--- config.mk ---
export PLATFORM = sky130hd
export DESIGN_NAME = updown_mod_counter
export DESIGN_NICKNAME = d
export VERILOG_FILES = /design/src/rtl/counter_pkg.sv /design/src/rtl/counter_limit_detect.sv /design/src/rtl/updown_mod_counter.sv
export SDC_FILE = /design/constraint.sdc
export NUM_CORES = 1
export LEC_CHECK = 0
export CORE_MARGIN = 2
export CORE_UTILIZATION = 40
export DETAILED_ROUTE_END_ITERATION = 7
export PLACE_DENSITY = 0.68
export SLEW_MARGIN = 20
export SYNTH_ARGS = -nofsm -noshare
export SYNTH_HDL_FRONTEND = slang
export SYNTH_HIERARCHICAL = 1
export SYNTH_SLANG_ARGS = --single-unit
--- constraint.sdc ---
create_clock -name clk -period 1.66 [get_ports clk]
set_input_delay 0.249 -clock clk [delete_from_list [all_inputs] [get_ports clk]]
set_output_delay 0.249 -clock clk [all_outputs]
set_load 0.1 [all_outputs]
--- src/rtl/counter_pkg.sv ---
// Shared definitions for the counter family: direction encodings and a sizing helper.
package counter_pkg;

  localparam logic DIR_UP   = 1'b1;
  localparam logic DIR_DOWN = 1'b0;

  // Bits needed to hold 0..value-1; never less than one bit.
  function automatic int unsigned clog2_f(input longint unsigned value);
    int unsigned bits;
    bits = 1;
    while ((64'd1 << bits) < value) begin
      bits++;
    end
    return bits;
  endfunction

endpackage

--- src/rtl/counter_limit_detect.sv ---
// Combinational limit detection for a modulo counter; also used by the timer blocks.
module counter_limit_detect
  import counter_pkg::*;
#(
  parameter int unsigned WIDTH   = 8,
  parameter int unsigned MODULUS = 2 ** WIDTH
) (
  input  logic [WIDTH-1:0] count,
  input  logic             up_dn,
  input  logic             en,
  output logic             at_max,
  output logic             at_min,
  output logic             tc
);

  localparam logic [WIDTH-1:0] MaxCount = WIDTH'(MODULUS - 1);

  assign at_max = (count == MaxCount);
  assign at_min = (count == '0);
  // Asserted in the cycle before a limit step so a cascaded stage can step on the same edge.
  assign tc     = en & ((up_dn == DIR_UP) ? at_max : at_min);

endmodule

--- src/rtl/updown_mod_counter.sv ---
// Synchronous up/down modulo counter with parallel load, enable and wrap/saturate mode.
module updown_mod_counter
  import counter_pkg::*;
#(
  parameter int unsigned WIDTH    = 8,
  parameter int unsigned MODULUS  = 2 ** WIDTH,
  parameter int unsigned SATURATE = 0
) (
  input  logic             clk,
  input  logic             rst,
  input  logic             en,
  input  logic             up_dn,
  input  logic             load,
  input  logic [WIDTH-1:0] load_val,
  output logic [WIDTH-1:0] count,
  output logic             tc,
  output logic             wrap
);

  if (WIDTH < 2) begin : gen_bad_width
    $error("updown_mod_counter: WIDTH must be >= 2");
  end
  if ((MODULUS < 2) || (longint'(MODULUS) > (64'd1 << WIDTH))) begin : gen_bad_modulus
    $error("updown_mod_counter: MODULUS must be in 2..2**WIDTH");
  end
  if (SATURATE > 1) begin : gen_bad_saturate
    $error("updown_mod_counter: SATURATE must be 0 or 1");
  end

  // WIDTH+1 bits so MODULUS == 2**WIDTH is representable for the load clamp.
  localparam logic [WIDTH:0]   ModExt   = (WIDTH + 1)'(MODULUS);
  localparam logic [WIDTH-1:0] MaxCount = WIDTH'(MODULUS - 1);
  localparam logic             SatMode  = (SATURATE == 1);

  logic [WIDTH-1:0] count_q, count_d;
  logic             wrap_q, wrap_d;
  logic             at_max, at_min;

  counter_limit_detect #(
    .WIDTH  (WIDTH),
    .MODULUS(MODULUS)
  ) u_limit (
    .count (count_q),
    .up_dn (up_dn),
    .en    (en),
    .at_max(at_max),
    .at_min(at_min),
    .tc    (tc)
  );

  always_comb begin
    count_d = count_q;
    wrap_d  = 1'b0;
    if (load) begin
      count_d = ({1'b0, load_val} >= ModExt) ? MaxCount : load_val;
    end else if (en) begin
      if (up_dn == DIR_UP) begin
        if (at_max) begin
          wrap_d  = 1'b1;
          count_d = SatMode ? count_q : '0;
        end else begin
          count_d = count_q + WIDTH'(1);
        end
      end else begin
        if (at_min) begin
          wrap_d  = 1'b1;
          count_d = SatMode ? count_q : MaxCount;
        end else begin
          count_d = count_q - WIDTH'(1);
        end
      end
    end
  end

  always_ff @(posedge clk) begin
    if (!rst) begin
      count_q <= '0;
      wrap_q  <= 1'b0;
    end else begin
      count_q <= count_d;
      wrap_q  <= wrap_d;
    end
  end

  assign count = count_q;
  assign wrap  = wrap_q;

endmodule
== Yosys cells after proc, flatten, opt, wreduce, memory -nomap -nowiden ==
Index checks and enable logic that the tools add are counted.

* Register bits: 9
* Input bits: 13
* Bits in latches: 0
* Memory bits (read-only): 0
* Memories: 0
* Word-level logic and storage cells: 20
* Bits in writable memories: 0

* Multipliers: 0
* Divide/modulo/power cells: 0
* Shift operators: 0
* Multiplexer cells: 9
* Bitwise logic cells: 3
* Add/subtract/negate cells: 2
* Order comparisons: 0
* Equal/unequal tests: 1
* Reductions and logical operators: 3

{| class="wikitable"
|+ Operator list
! cell !! count
|-
| 2-to-1 mux 8 bit || 5
|-
| adder 8 x 1 -> 8 bit, second input constant || 1
|-
| == test 8 bit, second input constant || 1
|-
| logical NOT 8 bit || 1
|-
| subtractor 8 x 1 -> 8 bit, second input constant || 1
|-
| 2-to-1 mux 1 bit || 4
|-
| OR reduction 3 bit || 1
|-
| NOT 1 bit || 2
|-
| nonzero test 2 bit || 1
|-
| AND 1 bit || 1
|}

== Depth between registers and ports, before layout ==
* Depth after elaboration: 5
* Mapped depth: 7
* Mapped depth without buffers: 6

== Cells and area by module ==
The synthesis kept the hierarchy.

{| class="wikitable"
|+ By module, submodules not included
! module !! area each (µm²) !! seq. area each (µm²) !! instances !! cells an instance
|-
| updown_mod_counter || 805.8 || 180.2 || 1 || 111
|-
| counter_limit_detect || 63.8 || 0.0 || 1 || 9
|}

== Worst setup path after synthesis ==
OpenSTA, ideal clock, no wires.

* Kind: reg2out
* Start: reg count_q[4] (netlist: count[4])
* End: out tc
* Cell stages (with the launch flop): 4
* Slack: -0.944 ns
* Arrival: 2.355 ns
* Cells stage by stage: dfxtp_1 nand4_1 nor2_1 a31o_1

* Word-level cells in the longest chain between the ends: 3
* Elaborated cells on any way between the ends: 4
* Classes of those cells: 1 x eq/ne; 1 x mux; 1 x bitwise; 1 x reduce/logical

{| class="wikitable"
|+ RTL lines
! what !! line !! text
|-
| start, declared || updown_mod_counter.sv:35 || <nowiki>logic [WIDTH-1:0] count_q, count_d;</nowiki>
|-
| start signal, assigned || updown_mod_counter.sv:80 || <nowiki>count_q <= count_d;</nowiki>
|-
| == test 8 bit || counter_limit_detect.sv:18 || <nowiki>assign at_max = (count == MaxCount);</nowiki>
|-
| via at_max || updown_mod_counter.sv:37 || <nowiki>logic at_max, at_min;</nowiki>
|-
| 2-to-1 mux 1 bit || counter_limit_detect.sv:21 || <nowiki>assign tc = en & ((up_dn == DIR_UP) ? at_max : at_min);</nowiki>
|-
| AND 1 bit || counter_limit_detect.sv:21 ||
|-
| end, declared || updown_mod_counter.sv:16 || <nowiki>output logic tc,</nowiki>
|}

The timed path passes the listed nets, and every way through them passes these cells.

== Final worst setup path ==
* Start: reg count_q[5] (netlist: count[5])
* End: out tc

* Word-level cells in the longest chain between the ends: 3
* Elaborated cells on any way between the ends: 4
* Classes of those cells: 1 x eq/ne; 1 x mux; 1 x bitwise; 1 x reduce/logical

{| class="wikitable"
|+ RTL lines
! what !! line
|-
| == test 8 bit or logical NOT 8 bit (tied branches) || counter_limit_detect.sv:18, counter_limit_detect.sv:19
|-
| 2-to-1 mux 1 bit * || counter_limit_detect.sv:21
|-
| AND 1 bit * || counter_limit_detect.sv:21
|}

Mark *: on every way between the ends. The rest lies on a longest branch, timed or not.

==> summary.md <==
| Metric | Value |
|---|---|
| Prevailing post-synth register cell | dfxtp_1 |
| Pwr/cell area | 625 nW/µm² |
| CP max FO | 2 |
| Layout Nets | 194 |
| Failing checks | negative setup slack |
| MaxCap Viol Count | 0 |
| Final setup violation count | 10 |
| Synth async-reset ratio | 0% |
| Final period utilization | 124% |
| Maximum clock rate | 0.487 GHz |
| Critical path endpoint | tc |
| Critical-path top delay cell | or4_4 |
| FF-to-FF Start | count[2] |
| Leading area contributor after synthesis | dfxtp_1 |
| Clock Skew | 0.00374 ns |
| Row Count | 16 |
| Post-DR wirelength/cell | 20.1 µm |
| Hold-fix buffers, CTS | 0 |
| Port Buffer Count | 22 |
| CTS Buf Count | 3 |
| Worst path top cell family by delay | simple AND/OR/NAND/NOR gates |
| Status | complete, but fails checks |
| DRT Pass-1 Iters | 4 |
| Post-Route WL | 4120 µm |
| DPL Wire Length | 2660 µm |
| Via count | 1334 |
| RR Endpoint | count[6] |
| Mapped Area | 870 µm² |
| Power Internal | 604 µW |
| Worst slew pin tran | 0.483 ns |
| Initial core utilization | 43.4% |
| Reg clk slew, reported paths | 0.07 ns |
| Die X | 50.6 µm |
| Synth area leaders | dfxtp_1, a21oi_1, o311a_1 |
| CTS tree | yes |
| Share of layout cells above drive strength 1 | 50.0% |
| Reg2Reg Depth | 5 |
| Largest net degree at the start of global routing | 12 |
| N_diodes | 0 |
| Synth top area share | 20.7% |
| Area Growth Syn to Fin | 97.6% |
| Syn_area_per_cell | 7.25 µm² |
| Startpoint types | flip-flop |
| Pleak | 0.715 nW |
| Clock network fraction of total power | 17.9% |
| Slew Limit Headroom | 67.4% |
| Setup ws final | -0.393 ns |
| P_sw | 470 µW |
| Crit-path max cell delay | 0.56 ns |
| CP cell instances | or4_4 > buf_6 > nor4_4 > a31o_4 > buf_12 |
| Combinational Power Share | 59.4% |
| Crit path time final | 2.05 ns |
| CTS root buf | clkbuf_4 |
| Die Span Y | 50.6 µm |
| Switch share | 43.8% |
| Cell count along the critical path | 5 |
| Vias in the first global route | 1240 |
| Synth warnings | 6 |
| Peak supply drop | 563 µV |
| Post-synthesis sequential area ratio | 20.7% |
| Min-delay worst type | input port to flip-flop |
| Fillers | 103 |
| ANT nets after route | 0 |
| Final Instance Count excl. Fillers | 205 |
| Setup slack at placement | -0.165 ns |
| CTS Buffer Depth | 2 |
| Critical Path AT | 1.80 ns |
| 1st-iter DRT viols | 86 |
| Critical setup path kind | flip-flop to primary output |
| Post-Syn Nets | 135 |
| Std-Cell Core Area | 2000 µm² |
| Sequential power share | 22.7% |
| GR Util All Layers | 31.7% |
| Setup repair after global routing missed its margin | yes |
| Synthesis-stage register bit count | 9 |
| Gpl congestion | 0.889 |
| FF-to-FF setup slack | -0.21 ns |
| Most common cell after layout, fill and taps aside | buf_4 |
| Via density per instance | 6.51 |
| Required @ worst endpoint | 1.41 ns |
| Synth Instances | 120 |
| Final Hold Fails | 0 |
| H-tree depth | 1 |
| Min Hold Slack | 0.525 ns |
| Number of synthesized flops with an enable pin | 0 |
| Clk sinks | 9 |
| Max Slew Vio Count | 0 |
| Nature of the critical path endpoint | primary output |
| Critical path origin | count[5] |
| Antenna violations before repair | 0 |
| Global-route wire length before repair | 6000 µm |
| Critical path buffers and inverters | 2 |
| Worst-Skew Late Latency | 0.29 ns |
| # placed instances | 198 |
| I/O Pins | 23 |
| Gr ovfl total | 0 |
| Die area | 2560 µm² |
| Total power | 1.07 mW |
| Residual DRC count | 0 |
| Most frequent cells in the layout | buf_4, clkdlybuf4s50_1, buf_12 |
| Final Util | 85.8% |
| Post-synthesis cell type count | 38 |
## worst register-to-register path, delay by kind of cell (launching register included)
family,cells,cell delay (ns)
AOI/OAI and AO/OA,3,0.63
DFF,1,0.34
and+or+nand+nor,2,0.79
## routing by layer
layer	global-route usage, %	vias to the layer above	part of all wire, %	wire length [µm]
met2	53.9	118	47	1920
met1	38.2	600	36	1490
li1	-	579	-	-
met5	0	-	0	0
met3	8.04	37	11	462
met4	11.3	0	6.2	254
## registers in the layout, indices dropped and copies added, names as in the netlist
name   flops
count      8
wrap       1
## synth_stat cells, types with 5 or more instances
master    count
nand2_1       7
dfxtp_1       9
clkbuf_1      5
a21oi_1      10
o21ai_0       6
inv_1        10
nor2_1        7
nor2b_1       5
## power by group through the flow
stage | sequential, mW | combinational [mW] | clock, mW
global route | 0.246 | 0.662 | 0.216
global placement | 0.247 | 0.551 | 0
detailed placement | 0.248 | 0.558 | 0
floorplan | 0.381 | 0.183 | 0
CTS | 0.244 | 0.595 | 0.179
finish | 0.244 | 0.638 | 0.192
## layout make-up
type | instances | area, µm² | share of cell area, %
multi-input cells | 92 | 763 | 44.4
repair buffers | 63 | 647 | 37.7
flip-flops and latches | 9 | 210 | 12.2
inverters | 10 | 37.5 | 2.18
well taps | 27 | 33.8 | 1.97
clock buffers | 4 | 26.3 | 1.53
## worst min-delay path by stage
stage	depth (start not counted)	startpoint	endpoint	slack (ns)
floorplan	2	load_val[0]	count[0]	0.39
global placement	2	count[6]	count[6]	0.59
detailed placement	2	count[6]	count[6]	0.61
CTS	3	load_val[0]	count[0]	0.55
global route	3	load_val[0]	count[0]	0.53
finish	3	load_val[0]	count[0]	0.53
## stage by stage
step	area, µm²	setup TNS, ns
3_3_place_gp	1540	-0.576
3_5_place_dp	1540	-0.818
6_report	1720	-1.53
2_1_floorplan	942	-0.706
5_1_grt	1720	-2.04
4_1_cts	1650	-1.03
## cells by family (layout without fill, tap and decap cells)
logic type / Yosys count / after routing / synth area share (%)
AO/OA/AOI/OAI: 37 / 37 / 30.8
buffers and inverters: 19 / 77 / 9.07
adder cells (fa/ha/maj): 2 / 2 / 2.88
flip-flops: 9 / 9 / 20.7
XOR/XNOR: 1 / 1 / 1.01
AND/OR/NAND/NOR: 52 / 52 / 35.5
## what timing repair did
item,in CTS,in global routing
resized for setup,18,8
cloned,0,0
pin swaps,4,5
setup endpoints to repair,10,10
buffers inserted,0,3
Note: power is estimated with default switching activity, not from simulation.
